**config.mk**
```make
export PLATFORM = sky130hd
export DESIGN_NAME = operand_read_return_stage
export DESIGN_NICKNAME = d
export VERILOG_FILES = /design/src/rtl/operand_read_return_stage.sv
export SDC_FILE = /design/constraint.sdc
export NUM_CORES = 1
export LEC_CHECK = 0
export CORE_AREA = 2 2 536 538
export DETAILED_ROUTE_END_ITERATION = 10
export DIE_AREA = 0 0 538 540
export PLACE_DENSITY_LB_ADDON = 0.25
export SLEW_MARGIN = 10
export SYNTH_ARGS = -nofsm -noshare
export SYNTH_HDL_FRONTEND = slang
export SYNTH_SLANG_ARGS = --single-unit
```
**constraint.sdc**
```tcl
create_clock -name clk_i -period 2 [get_ports clk_i]
set_input_delay 0.3 -clock clk_i [delete_from_list [all_inputs] [get_ports clk_i]]
set_output_delay 0.3 -clock clk_i [all_outputs]
set_load 0.02 [all_outputs]
```
**src/rtl/operand_read_return_stage.sv**
```systemverilog
// Operand read-return stage: per-queue credit tracking toward the operand
// queues, a valid pipeline timing VRF reads through the bank read latency,
// and a registered operand/valid output toward each queue.
module operand_read_return_stage #(
  parameter int unsigned NrQueues    = 10,
  parameter int unsigned DataWidth   = 64,
  parameter int unsigned ReadLatency = 1,
  parameter int unsigned MaxCredits  = 5
) (
  input  logic                               clk_i,
  input  logic                               rst_i,
  input  logic [NrQueues-1:0]                operand_issued_i,
  output logic [NrQueues-1:0]                credit_avail_o,
  input  logic [NrQueues-1:0][DataWidth-1:0] vrf_data_i,
  output logic [NrQueues-1:0][DataWidth-1:0] operand_o,
  output logic [NrQueues-1:0]                operand_valid_o,
  input  logic [NrQueues-1:0]                operand_pop_i,
  output logic [NrQueues-1:0][3:0]           credit_cnt_o,
  output logic                               err_overflow_o,
  output logic                               err_underflow_o
);

  localparam logic [3:0] MaxCnt = 4'(MaxCredits);

  // Per-queue event flags gathered for the shared sticky error flags.
  logic [NrQueues-1:0] issue_bad;
  logic [NrQueues-1:0] pop_bad;

  logic err_ovf_reg, err_ovf_next;
  logic err_unf_reg, err_unf_next;

  genvar gi;
  generate
    for (gi = 0; gi < NrQueues; gi++) begin : g_queue
      logic [3:0]             cnt_reg, cnt_next;
      logic [ReadLatency-1:0] vpipe_reg, vpipe_next;
      logic [DataWidth-1:0]   op_reg, op_next;
      logic                   opv_reg, opv_next;
      logic                   issue_ok;
      logic                   pop_ok;
      logic                   rd_valid;

      // An issue is only honoured when a credit is available; a pop only
      // returns a credit when the counter is not already full. This keeps
      // the counter saturated in both directions without wrap-around.
      assign issue_ok       = operand_issued_i[gi] && (cnt_reg != 4'd0);
      assign pop_ok         = operand_pop_i[gi] && (cnt_reg != MaxCnt);
      assign issue_bad[gi]  = operand_issued_i[gi] && (cnt_reg == 4'd0);
      assign pop_bad[gi]    = operand_pop_i[gi] && (cnt_reg == MaxCnt);

      // Oldest pipeline stage lines up with the returning bank data.
      assign rd_valid = vpipe_reg[ReadLatency-1];

      // Shift accepted issues through ReadLatency stages.
      if (ReadLatency == 1) begin : g_lat1
        assign vpipe_next = issue_ok;
      end else begin : g_latn
        assign vpipe_next = {vpipe_reg[ReadLatency-2:0], issue_ok};
      end

      // Credit update and operand capture for this queue.
      always_comb begin
        cnt_next = cnt_reg - {3'b000, issue_ok} + {3'b000, pop_ok};
        opv_next = rd_valid;
        op_next  = op_reg;
        if (rd_valid) begin
          op_next = vrf_data_i[gi];
        end
      end

      // Per-queue state registers; reset drops any in-flight reads.
      always_ff @(posedge clk_i) begin
        if (rst_i) begin
          cnt_reg   <= MaxCnt;
          vpipe_reg <= '0;
          op_reg    <= '0;
          opv_reg   <= 1'b0;
        end else begin
          cnt_reg   <= cnt_next;
          vpipe_reg <= vpipe_next;
          op_reg    <= op_next;
          opv_reg   <= opv_next;
        end
      end

      assign credit_cnt_o[gi]    = cnt_reg;
      assign credit_avail_o[gi]  = (cnt_reg != 4'd0);
      assign operand_o[gi]       = op_reg;
      assign operand_valid_o[gi] = opv_reg;
    end
  endgenerate

  // Sticky error flags: any illegal issue/pop in any queue latches until reset.
  always_comb begin
    err_ovf_next = err_ovf_reg | (|issue_bad);
    err_unf_next = err_unf_reg | (|pop_bad);
  end

  // Error flag registers.
  always_ff @(posedge clk_i) begin
    if (rst_i) begin
      err_ovf_reg <= 1'b0;
      err_unf_reg <= 1'b0;
    end else begin
      err_ovf_reg <= err_ovf_next;
      err_unf_reg <= err_unf_next;
    end
  end

  assign err_overflow_o  = err_ovf_reg;
  assign err_underflow_o = err_unf_reg;

endmodule

```
==> reports/metrics.yaml <==
rows: 196
p_sw_frac: 0.3172
critPathMaxStageDelay_ns: 0.41
tightest_slew_ns: 0.6783
grt_max_degree: 67
min_period_over_period: 0.9697
setup_viol: 0
numCtsBuffers: 97
num_io_pins: 1364
nNetsFinal: 4693
finalHoldViolCount: 0
ir_worst_vdd_mv: 0.7669
clk_pin_slew_ns: 0.06
totalWireLength_mm: 166.7
min_path_type: "input pin to register"
start_util: 0.09209
synthesis.area_sq_mm: 0.02620
clockPowerShare: 0.381
clk_latency_ns: 0.83
core_area_sq_mm: 0.2845
post_drt_wl_per_cell_um: 21.35
grt_pass1_wl_mm: 217.2
slew_headroom: 0.5461
drt_iter0_markers: 777
place_congestion: 0.8804
die_h_um: 540
postSynthCellCount: 2446
largest_reg_flops: 640
htreeDepth: 3
crit_top_cell: "ha_4"
combinationalPowerShare: 0.268
overflow: 0
area_delta_synth_final_pct: 86.69
fin_crit_ns: 1.939
place_area_sq_mm: 0.04491
worstPathMaxFanout: 3
worstPathRequired_ns: 2.67
synthesis.nets: 3178
vias: 23350
crit_path_end_kind: "register"
ys_seq_elements: 702
rsz0062_at_grt: "yes"
critPathArrivalTime_ns: 2.61
antenna_found_initial: 70
drv_slew: 0
outcome: "finished clean"
final_area_sq_mm: 0.04891
grt_pass1_vias: 24040
critPathKind: "register to register"
seq_area_frac_synth: 0.5365
drive_gt1_frac: 0.1461
powerDensity_mw_per_mm2: 952.9
dp_hpwl_mm: 136.6
finClkSkew_ns: 0.07672
io_buffers: 1363
pwr-share-seq: 0.351
crit_slowest_cell: "fa_2"
internal_power_w: 0.03182
path_cells: "inv_2 > ha_4 > nand2_4 > and2_4 > ha_1 > inv_1 > ha_4 > fa_2 > nor2b_1"
place_ws_ns: -0.3312
drc: 0
layout_setup_ws_ns: 0.06065
drt_first_pass_iters: 5
clockBufferDepth: 4
synth_area_per_cell_sq_um: 10.71
via_per_inst: 2.990
cts_tree: "done"
ant_nets: 0
dieWidth_um: 538
p_leak_nw: 20.31
yosys_warnings: 0
drv_cap: 0
clkSinkCount: 702
setup.worst_path.start: "g_queue[1].cnt_reg[2]"
switchingPower_w: 0.01478
hp-start: "vrf_data_i[386]"
track_usage: 0.1094
max_freq_mhz: 515.6
r2r-start: "g_queue[1].cnt_reg[2]"
ctsRootBufferMaster: "clkbuf_16"
dieArea_sq_mm: 0.2905
yosysUniqueCellTypes: 32
cp-start-kind: "register"
layer usage:
| layer | global-route usage | vias to the layer above | share of wire |
|---|---|---|---|
| li1 | - | 11160 | - |
| met1 | 0.1180 | 10780 | 0.38 |
| met2 | 0.1824 | 1114 | 0.46 |
| met3 | 0.06076 | 255 | 0.12 |
| met4 | 0.03019 | 46 | 0.026 |
| met5 | 0 | - | 0.0018 |
logic make-up after synthesis:
kind of cell / Yosys count / synth area share
compound gates: 38 / 0.009505
xor+xnor: 20 / 0.006687
fa+ha+maj: 70 / 0.03630
buf+inv: 221 / 0.05154
flops: 702 / 0.5365
mux: 640 / 0.2445
simple gates: 755 / 0.1150
area by class of cell:
class	count	area (sq um)
Timing Repair Buffer	1574	15210
Fill cell	31750	235600
Sequential cell	702	14180
Multi-Input combinational cell	1523	11350
Antenna cell	23	57.56
Inverter	63	256.5
Clock inverter	20	356.6
Clock buffer	144	2794
Tap cell	3762	4707
per-stage QoR:
stage                     std cells  power (W)  hold slack [ns]  TNS (ns)  utilization
after floorplan                2446    0.02245           0.4472  -0.02093            -
after global placement         7530    0.02907           0.4704    -4.221       0.1579
after detailed placement       7530    0.02910           0.4797    -4.201       0.1579
after CTS                      7785    0.04734       0.00003259  -0.03770       0.1707
after global routing           7796    0.04928          0.04422  -0.07492       0.1718
final                          7811    0.04660          0.09799         0       0.1719
power groups by stage:
| stage | registers [W] | clock network [W] | logic (W) |
|---|---|---|---|
| floorplan | 0.0177 | 0 | 0.00478 |
| finish | 0.0163 | 0.0178 | 0.0125 |
| detailed placement | 0.0166 | 0 | 0.0125 |
| global route | 0.0165 | 0.0192 | 0.0136 |
| global placement | 0.0166 | 0 | 0.0125 |
| CTS | 0.0163 | 0.0188 | 0.0123 |
worst max-delay path, delay by kind of cell (launching register included):
family / cells / cell delay (ns)
adders and majority gates: 4 / 0.99
and+or+nand+nor: 3 / 0.33
buffers and inverters: 2 / 0.17
DFF: 1 / 0.33
synthesized netlist by cell type, drive strengths merged:
| library cell | number | share of area |
|---|---|---|
| ha | 60 | 0.029 |
| and4 | 1 | 0.00033 |
| a2bb2oi | 1 | 0.00033 |
| a2111oi | 1 | 0.00057 |
| nand4b | 3 | 0.0010 |
| and3 | 1 | 0.00043 |
| clkbuf | 5 | 0.00072 |
| o2111ai | 1 | 0.00033 |
| fa | 10 | 0.0076 |
| nor3b | 1 | 0.00029 |
| xnor2 | 14 | 0.0047 |
| a21oi | 12 | 0.0023 |
| nand2 | 19 | 0.0027 |
| nor2 | 667 | 0.096 |
| buf | 153 | 0.042 |
| inv | 63 | 0.0090 |
| or2 | 10 | 0.0024 |
| and2 | 7 | 0.0017 |
| nand3 | 10 | 0.0019 |
| dfxtp | 702 | 0.54 |
| o21ai | 6 | 0.0011 |
| mux2i | 640 | 0.24 |
| nor2b | 25 | 0.0060 |
| xor2 | 6 | 0.0020 |
| a21o | 10 | 0.0029 |
| o22a | 1 | 0.00033 |
| nand2b | 10 | 0.0024 |
| a31oi | 5 | 0.0012 |
| o2111a | 1 | 0.00043 |
| nand3b | 1 | 0.00029 |
placed cells by master (no fill, tap or decap), drive strengths merged, types with 12 or more instances in the layout:
cell,instances
a21oi,12
dlygate4sd2,500
mux2i,640
nand2,19
nor2,667
clkbuf,150
clkdlybuf4s50,660
diode,23
dfxtp,702
nor2b,25
inv,66
xnor2,14
ha,60
clkdlybuf4s15,168
dlygate4sd3,90
buf,150
path summary, 6_finish.rpt:
kind	end	slack (ns)	depth (start not counted)
worst max-delay path	g_queue[1].cnt_reg[1]	0.06	9
worst min-delay path	g_queue[6].op_reg[2]	0.1	3
worst max register to register	g_queue[1].cnt_reg[1]	0.06	9
worst min register to register	g_queue[1].op_reg[47]	0.48	2
timing repair:
item	4_1_cts	5_1_grt
setup buffers	1	4
hold endpoints to repair	97	0
endpoints found under the setup margin	710	40
cloned	0	0
pin swaps	12	25
resized for setup	1143	86
hold buffers	90	0
(Power assumes the default switching activity.)
